===== src/rtl/lag_pl_status_tracker_pkg.sv =====
// lag_pl_status_tracker_pkg: shared PL lifecycle states and sticky error flag indices
package lag_pl_status_tracker_pkg;
    typedef enum logic [1:0] {PL_FREE, PL_ALLOC, PL_DRAIN} pl_state_t;
    localparam int ERR_UNDER = 0;
    localparam int ERR_OVER  = 1;
    localparam int ERR_PROTO = 2;
    typedef logic [2:0] output_port_t;
endpackage


===== src/rtl/lag_pl_credit_fsm.sv =====
// lag_pl_credit_fsm: one PL's lifecycle state, downstream credit counter and error pulses
module lag_pl_credit_fsm
    import lag_pl_status_tracker_pkg::*;
#(
    parameter int buf_len = 4,
    localparam int cw = $clog2(buf_len + 1)
) (
    input  logic          clk,
    input  logic          rst,
    input  logic          alloc,
    input  logic          send,
    input  logic          tail,
    input  logic          credit,
    output logic          free,
    output logic          credit_ok,
    output logic [cw-1:0] credits,
    output logic [2:0]    err_pulse
);
    localparam logic [cw-1:0] full = cw'(buf_len);
    pl_state_t state;
    logic [cw-1:0] next_count;
    logic under, over, proto, next_full;
    always_comb begin
        under      = send && credits == '0;
        over       = credit && !send && credits == full;
        proto      = (alloc && state != PL_FREE) || (send && state != PL_ALLOC);
        next_count = under ? '0 : over ? full : credits - cw'(send) + cw'(credit);
        next_full  = next_count == full;
        err_pulse  = '0;
        err_pulse[ERR_UNDER] = under;
        err_pulse[ERR_OVER]  = over;
        err_pulse[ERR_PROTO] = proto;
    end
    // The release decision looks at next_count so a same-cycle credit can skip DRAIN.
    always_ff @(posedge clk) begin
        if (rst) begin
            state   <= PL_FREE;
            credits <= full;
        end else begin
            credits <= next_count;
            case (state)
                PL_FREE:  state <= alloc ? PL_ALLOC : PL_FREE;
                PL_ALLOC: state <= !(send && tail) ? PL_ALLOC : next_full ? PL_FREE : PL_DRAIN;
                PL_DRAIN: state <= next_full ? PL_FREE : PL_DRAIN;
                default:  state <= PL_FREE;
            endcase
        end
    end
    assign free      = state == PL_FREE;
    assign credit_ok = credits != '0;
endmodule


===== src/rtl/lag_pl_status_tracker.sv =====
// lag_pl_status_tracker: per-port, per-PL credit and lifecycle tracking for the PL allocator
module lag_pl_status_tracker
    import lag_pl_status_tracker_pkg::*;
#(
    parameter int np = 5,
    parameter int nv = 4,
    parameter int buf_len = 4,
    localparam int cw = $clog2(buf_len + 1)
) (
    input  logic                           clk,
    input  logic                           rst,
    input  logic [np-1:0][nv-1:0]          pl_allocated,
    input  logic [np-1:0][nv-1:0]          flit_sent,
    input  logic [np-1:0][nv-1:0]          flit_tail,
    input  logic [np-1:0][nv-1:0]          credit_in,
    output logic [np-1:0][nv-1:0]          pl_status,
    output logic [np-1:0][nv-1:0]          pl_credit_ok,
    output logic [np-1:0][nv-1:0][cw-1:0]  pl_credits,
    output logic [2:0]                     err
);
    logic [np*nv-1:0][2:0] pulse;
    logic [2:0] pulse_any;
    for (genvar p = 0; p < np; p++) begin : g_port
        for (genvar v = 0; v < nv; v++) begin : g_pl
            lag_pl_credit_fsm #(.buf_len(buf_len)) u_fsm (
                .clk       (clk),
                .rst       (rst),
                .alloc     (pl_allocated[p][v]),
                .send      (flit_sent[p][v]),
                .tail      (flit_tail[p][v]),
                .credit    (credit_in[p][v]),
                .free      (pl_status[p][v]),
                .credit_ok (pl_credit_ok[p][v]),
                .credits   (pl_credits[p][v]),
                .err_pulse (pulse[p*nv+v])
            );
        end
    end
    always_comb begin
        pulse_any = '0;
        for (int i = 0; i < np*nv; i++) pulse_any |= pulse[i];
    end
    always_ff @(posedge clk) begin
        err <= rst ? '0 : err | pulse_any;
    end
endmodule


===== config.mk =====
export PLATFORM = sky130hd
export DESIGN_NAME = lag_pl_status_tracker
export DESIGN_NICKNAME = d
export VERILOG_FILES = /design/src/rtl/lag_pl_status_tracker_pkg.sv /design/src/rtl/lag_pl_credit_fsm.sv /design/src/rtl/lag_pl_status_tracker.sv
export SDC_FILE = /design/constraint.sdc
export NUM_CORES = 1
export LEC_CHECK = 0
export CORE_MARGIN = 2
export CORE_UTILIZATION = 45
export DETAILED_ROUTE_END_ITERATION = 10
export GPL_TIMING_DRIVEN = 0
export PLACE_DENSITY = 0.85
export SYNTH_ARGS = -nofsm -noshare
export SYNTH_HDL_FRONTEND = slang
export SYNTH_SLANG_ARGS = --single-unit

===== constraint.sdc =====
create_clock -name clk -period 2.2 [get_ports clk]
set_input_delay 0.44 -clock clk [delete_from_list [all_inputs] [get_ports clk]]
set_output_delay 0.44 -clock clk [all_outputs]
set_load 0.03 [all_outputs]

==> flow_summary.yaml, run 1 <==
global_routing:
  antenna_found_initial: 1
  globalRouteTotalUtil_pct: 24.5
  grt_max_degree: 17
  grt_first_pass_wirelength_mm: 31.5
  grt_remaining_overflow: 0
  grt_pass1_vias: 6403
die:
  die_x_um: 127
  initial_core_util_pct: 46.3
  ios: 185
  dieHeight_um: 127
  core_area_sq_mm: 0.0146
  dieArea_sq_mm: 0.0161
  row_count: 44
setup_path:
  path_cells: "inv_2, ha_4, inv_2, ha_4, inv_2, fa_2, xnor2_2, xnor2_1, o21ai_1, nor2_1, a2111oi_0"
  r2r_start: "g_port[2].g_pl[0].u_fsm.credits[0]"
  end_kind: "flip-flop"
  reg2reg_slack_ns: 0.02
  required_ns: 2.43
  start_kind: "flip-flop"
  timing.rr.end: "g_port[2].g_pl[0].u_fsm.state[1]"
  crit_fanout: 4
  reg2reg_depth: 11
  critPathKind: "reg -> reg"
  crit_arrival_ns: 2.41
  cp_common_cell: "inv_2"
  max_stage_delay_ns: 0.37
  slowest_stage: "dfxtp_4"
final_layout:
  mostFrequentLayoutCells: "clkdlybuf4s50_1, inv_1, dfxtp_1"
  fin_cells: 1234
  nets: 1187
  drive_gt1_share_pct: 17.3
  layout_commonest_cell: "clkdlybuf4s50_1"
  n_fill_cell: 1205
  utilization_pct: 65.0
  stdcell_area_sq_mm: 0.00952
  area_growth_pct: 40.4
  antenna-diode-count: 0
sta:
  finalCritPeriodShare_pct: 99.0
  slew_headroom_pct: 36.3
  worstMarginPinSlew_ns: 0.956
  finalHoldViolCount: 0
  drv_slew: 0
  setup_viol: 0
  rsz0062_at_grt: "yes"
  skew_ns: 0.00634
  min_period_ns: 2.18
  max_clock_freq_ghz: 0.459
routing:
  post_drt_via_cell_ratio: 5.56
  wl_per_cell_um: 16.8
  first_iter_violations: 480
  num_vias: 6864
  firstDrtPassIters: 5
  totalWireLength_mm: 20.7
  ant_nets: 0
  remaining_drc_errors: 0
clocking:
  clkSinkCount: 103
  cts_root_buf: "clkbuf_16"
  insertion_delay_ns: 0.34
  numCtsBuffers: 9
  path_clk_slew_ns: 0.07
  cts_hold_repair.buffers: 0
  cts_tree: "done"
  cts_buffer_depth: 2
  h-tree-depth: 3
outcome:
  status: "finished, final reports clean"
synthesis:
  ys_types: 51
  synth_area_sq_mm: 0.00678
  synth_edf_count: 0
  avgSynthCellArea_sq_um: 8.15
  async_reset_ff_share_pct: 0
  synth_warnings: 0
  ys_ff_latch: 103
  synth_cells: 832
  seq_area_frac_synth_pct: 30.4
  synth_fp_nets: 974
  synth_flop_cell: "dfxtp_1"
place:
  dp_hpwl_mm: 15.4
  place_inst: 1199
  portBuffers: 183
  placed_area_sq_mm: 0.00887
  gp_congestion: 0.882
hold_path:
  hp-start: "flit_sent[2]"
  whs_endpoint: "g_port[0].g_pl[2].u_fsm.state[0]"
  worstHoldPathCells: 2
  hp-class: "in -> reg"
power:
  p_leak_nw: 3.84
  ir_drop_mv: 0.735
  power_w: 0.0118
  powerDensity_mw_per_mm2: 1240
job:
  drv_cap: 0
## layout make-up
| class | instances | area [sq um] | area share [%] |
|---|---|---|---|
| flip-flops and latches | 103 | 2110 | 22.2 |
| inverters | 117 | 439 | 4.61 |
| clock inverters | 6 | 85.1 | 0.894 |
| plain buffers | 51 | 342 | 3.59 |
| clock buffers | 10 | 229 | 2.41 |
| well taps | 184 | 230 | 2.42 |
| repair buffers | 202 | 1890 | 19.9 |
| multi-input cells | 561 | 4190 | 44.0 |
## per-stage QoR
stage	hold slack (ns)	setup slack (ns)	TNS, ns
floorplan	0.468	0.000286	0
global placement	0.487	-0.666	-20.39
detailed placement	0.499	-0.777	-23.10
CTS	0.405	-0.123	-0.123
global route	0.409	-0.0862	-0.337
finish	0.404	0.0210	0
## cell usage after synthesis, types with 2 or more instances
| master | n | share of area [%] |
|---|---|---|
| inv_1 | 117 | 6.5 |
| dfxtp_1 | 103 | 30 |
| o21ai_0 | 85 | 6.3 |
| nor3_1 | 51 | 3.8 |
| nor2_1 | 49 | 2.7 |
| buf_4 | 40 | 4.4 |
| ha_1 | 40 | 7.4 |
| nand2_1 | 39 | 2.2 |
| nand2b_1 | 26 | 2.4 |
| a21oi_1 | 23 | 1.7 |
| fa_1 | 20 | 5.9 |
| xnor2_1 | 20 | 2.6 |
| nand3_1 | 15 | 1.1 |
| nand3b_1 | 14 | 1.5 |
| nand4b_1 | 14 | 1.8 |
| a211oi_1 | 12 | 1.3 |
| a221oi_1 | 12 | 1.5 |
| and3b_1 | 12 | 1.5 |
| or3_1 | 12 | 1.1 |
| a31oi_1 | 11 | 1.0 |
| clkbuf_1 | 11 | 0.61 |
| nor4_1 | 11 | 1.0 |
| nor3b_1 | 10 | 1.1 |
| or2_2 | 10 | 0.92 |
| xor2_1 | 10 | 1.3 |
| nor2b_1 | 9 | 0.83 |
| nand4_1 | 8 | 0.74 |
| a2111oi_0 | 6 | 0.77 |
| a311oi_1 | 5 | 0.65 |
| a211o_1 | 4 | 0.52 |
| and2_1 | 4 | 0.37 |
| nor4b_1 | 3 | 0.39 |
| a2111oi_2 | 2 | 0.44 |
| a221o_1 | 2 | 0.30 |
| a22o_1 | 2 | 0.26 |
| a41oi_1 | 2 | 0.26 |
| and3_1 | 2 | 0.18 |
| mux2i_1 | 2 | 0.30 |
| o221a_2 | 2 | 0.33 |
## logic make-up (layout without fill, tap and decap cells)
group | count (synthesis) | in the layout | synth area share, %
AOI/OAI and AO/OA | 176 | 176 | 16.4
buffers and inverters | 168 | 386 | 11.5
xor gates and xnor gates | 30 | 30 | 3.87
adders and majority gates | 60 | 60 | 13.3
and+or+nand+nor | 292 | 292 | 24.1
DFF | 103 | 103 | 30.4
muxes | 3 | 3 | 0.461
## how the worst max path moves through the flow
stage	startpoint	end	slack, ns
floorplan	g_port[3].g_pl[1].u_fsm.credits[0]	g_port[3].g_pl[1].u_fsm.state[1]	0.0003
global route	g_port[0].g_pl[0].u_fsm.credits[0]	g_port[0].g_pl[0].u_fsm.state[1]	-0.09
detailed placement	flit_sent[1]	g_port[0].g_pl[1].u_fsm.state[1]	-0.78
global placement	flit_sent[0]	g_port[0].g_pl[0].u_fsm.state[1]	-0.67
CTS	flit_sent[2]	g_port[0].g_pl[2].u_fsm.state[1]	-0.12
finish	g_port[2].g_pl[0].u_fsm.credits[0]	g_port[2].g_pl[0].u_fsm.state[1]	0.02
## critical path, delay by kind of cell, from the launching register on
family	cells	cell delay [ns]
flops	1	0.37
compound gates	2	0.50
fa+ha+maj	3	0.71
buf+inv	3	0.14
simple gates	1	0.05
xor+xnor	2	0.28
## flip-flops by register name, summed over array words and instances (netlist names)
| signal | cells |
|---|---|
| err | 3 |
| g_port.g_pl.u_fsm.credits | 60 |
| g_port.g_pl.u_fsm.state | 40 |
## repair_timing
| item | in CTS | in global routing |
|---|---|---|
| resized for setup | 63 | 89 |
| pin swaps | 9 | 32 |
| endpoints found under the setup margin | 56 | 31 |
| setup buffers | 6 | 14 |
| hold endpoints to repair | 0 | 0 |
## routing by layer
| layer | wire length, um | vias to the layer above | GRT usage [%] |
|---|---|---|---|
| li1 | - | 3309 | - |
| met1 | 8720 | 3267 | 32.1 |
| met2 | 10100 | 255 | 42.2 |
| met3 | 1410 | 33 | 2.70 |
| met4 | 444 | 0 | 8.21 |
| met5 | 0 | - | 0 |
## power by group
group / internal [W] / switching (W) / total, W
Sequential: 0.00240 / 0.000849 / 0.00325
Combinational: 0.00323 / 0.00365 / 0.00688
Clock: 0.000994 / 0.000703 / 0.00170
Total: 0.00662 / 0.00520 / 0.0118
(Power assumes the default switching activity.)
==> run 2, diff against run 1 <==
- ABC_CLOCK_PERIOD_IN_PS: not set -> 2150
- CORE_MARGIN: 2 -> not set
- CORE_UTILIZATION: 45 -> 49
- PLACE_DENSITY: 0.85 -> 0.88
- clock period: 2.2 -> 2.15 ns (I/O delays scaled with it)
==> run 2 against run 1 <==
  * The run now ends with negative setup slack left
  * Routed wire length up 9.6%
  * First-iteration DRC count up 14%
  * Global-route usage up 4.5 points
  * Largest cell class unchanged
  * Clock-buffer cell count unchanged
  * Sequential share of layout area down 0.66 points
  * Highest routed layer unchanged
  * Combinational power up 11%
  * Die area down 11%
  * Non-clock buffer count up 3
  * Largest power group unchanged
  * Sequential cell count unchanged
  * Clock skew down 0.00056 ns
  * Core utilization up 9.1 points
==> flow_summary.yaml, run 2 (synthesis gave the netlist of run 1 again) <==
clocking:
  cts_root_buf: "clkbuf_16"
  cts_buffer_depth: 2
  cts_tree: "done"
  h-tree-depth: 3
  insertion_delay_ns: 0.35
  path_clk_slew_ns: 0.07
  clkSinkCount: 103
  numCtsBuffers: 9
  cts_hold_repair.buffers: 0
sta:
  rsz0062_at_grt: "yes"
  final.setup.worst_slack_ns: -0.0674
  setup_viol: 1
  min_period_ns: 2.22
  whs_ns: 0.429
  finalCritPeriodShare_pct: 103
  worstMarginPinSlew_ns: 0.986
  finalHoldViolCount: 0
  slew_headroom_pct: 34.3
  skew_ns: 0.00577
  max_clock_freq_ghz: 0.451
  drv_slew: 0
global_routing:
  grt_pass1_vias: 6683
  globalRouteTotalUtil_pct: 29.0
  grt_max_degree: 17
  grt_first_pass_wirelength_mm: 32.3
  grt_remaining_overflow: 0
  antenna_found_initial: 0
setup_path:
  end_kind: "flip-flop"
  critPathKind: "reg -> reg"
  crit_arrival_ns: 2.46
  required_ns: 2.39
  crit_fanout: 5
  start_kind: "flip-flop"
routing:
  wl_per_cell_um: 18.4
  first_iter_violations: 546
  firstDrtPassIters: 5
  totalWireLength_mm: 22.7
  ant_nets: 0
  num_vias: 7104
  remaining_drc_errors: 0
  post_drt_via_cell_ratio: 5.78
final_layout:
  antenna-diode-count: 0
  largest_register_ffs: 60
  final-seq-area_sq_mm: 0.00213
  regMostFlops: "g_port.g_pl.u_fsm.credits"
  stdcell_area_sq_mm: 0.00989
  mostFrequentLayoutCells: "clkdlybuf4s50_1, inv_1, dfxtp_1"
  area_growth_pct: 45.9
  largestRegisters: "g_port.g_pl.u_fsm.credits x60, g_port.g_pl.u_fsm.state x40, err x3"
  multi_input_area_sq_mm: 0.00451
  utilization_pct: 74.1
  drive_gt1_share_pct: 23.6
  n_fill_cell: 970
  layout_commonest_cell: "clkdlybuf4s50_1"
  nets: 1190
die:
  dieHeight_um: 120
  row_count: 42
  ios: 185
  initial_core_util_pct: 50.8
  die_x_um: 120
  core_area_sq_mm: 0.0133
  dieArea_sq_mm: 0.0143
power:
  p_leak_nw: 3.90
  powerDensity_mw_per_mm2: 1290
  power_w: 0.0128
  ir_drop_mv: 0.737
hold_path:
  hp-class: "in -> reg"
outcome:
  violations: "negative setup slack"
  status: "complete, but fails checks"
job:
  drv_cap: 0
place:
  gp_congestion: 0.878
  placed_area_sq_mm: 0.00887
  dp_hpwl_mm: 15.5
  place_ws_ns: -0.922
  portBuffers: 183
-- run 2: cell types whose count changed in the layout (fill, tap and decap cells not counted), moves of 6 or more --
cell,delta
inv_2,+17
inv_1,-22
ha_1,-15
ha_4,+15
clkdlybuf4s15_2,+6
inv_4,+6
dfxtp_4,+6
-- run 2: per-layer routing --
layer	routed length [um]	vias to the layer above	global-route usage, %
li1	-	3302	-
met3	1630	71	4.75
met1	8880	3361	35.6
met2	11100	370	48.4
met5	0	-	0
met4	1050	0	15.8
-- run 2: worst paths after layout --
path	startpoint	end	slack [ns]	cells past startpoint
setup / recovery	g_port[0].g_pl[1].u_fsm.credits[0]	g_port[0].g_pl[1].u_fsm.state[1]	-0.07	11
hold / removal	flit_sent[1]	g_port[0].g_pl[1].u_fsm.state[0]	0.43	2
setup reg to reg	g_port[0].g_pl[1].u_fsm.credits[0]	g_port[0].g_pl[1].u_fsm.state[1]	-0.07	11
hold reg to reg	g_port[3].g_pl[3].u_fsm.state[1]	g_port[3].g_pl[3].u_fsm.state[0]	0.51	1
-- run 2: through the flow --
step,cells,TNS [ns]
2_1_floorplan,832,-0.0420
3_3_place_gp,1191,-22.85
3_5_place_dp,1191,-26.29
4_1_cts,1215,-0.102
5_1_grt,1229,-0.655
6_report,1229,-0.0674
-- run 2: critical path, cell delays in order (launching register included) --
cell and delay, ns:
dfxtp_4 0.39, inv_4 0.04, ha_4 0.20, inv_2 0.06
ha_4 0.11, inv_2 0.04, fa_2 0.37, xnor2_2 0.15
xnor2_1 0.14, o21ai_1 0.21, nor2_1 0.09, a2111oi_2 0.30
-- run 2: report_power, final --
part	internal (W)	switching, W
Sequential	0.00247	0.000939
Combinational	0.00357	0.00404
Clock	0.00102	0.000729
-- run 2: layout make-up --
class,count,share of cell area [%]
plain buffers,51,3.45
flip-flops and latches,103,21.5
clock buffers,10,2.31
clock inverters,6,0.847
well taps,176,2.23
repair buffers,205,19.5
multi-input cells,561,45.5
inverters,117,4.57
-- run 2: what timing repair did --
action,4_1_cts,5_1_grt
pin swaps,24,66
gates resized for setup,97,145
buffers inserted,8,14
setup endpoints to repair,60,33
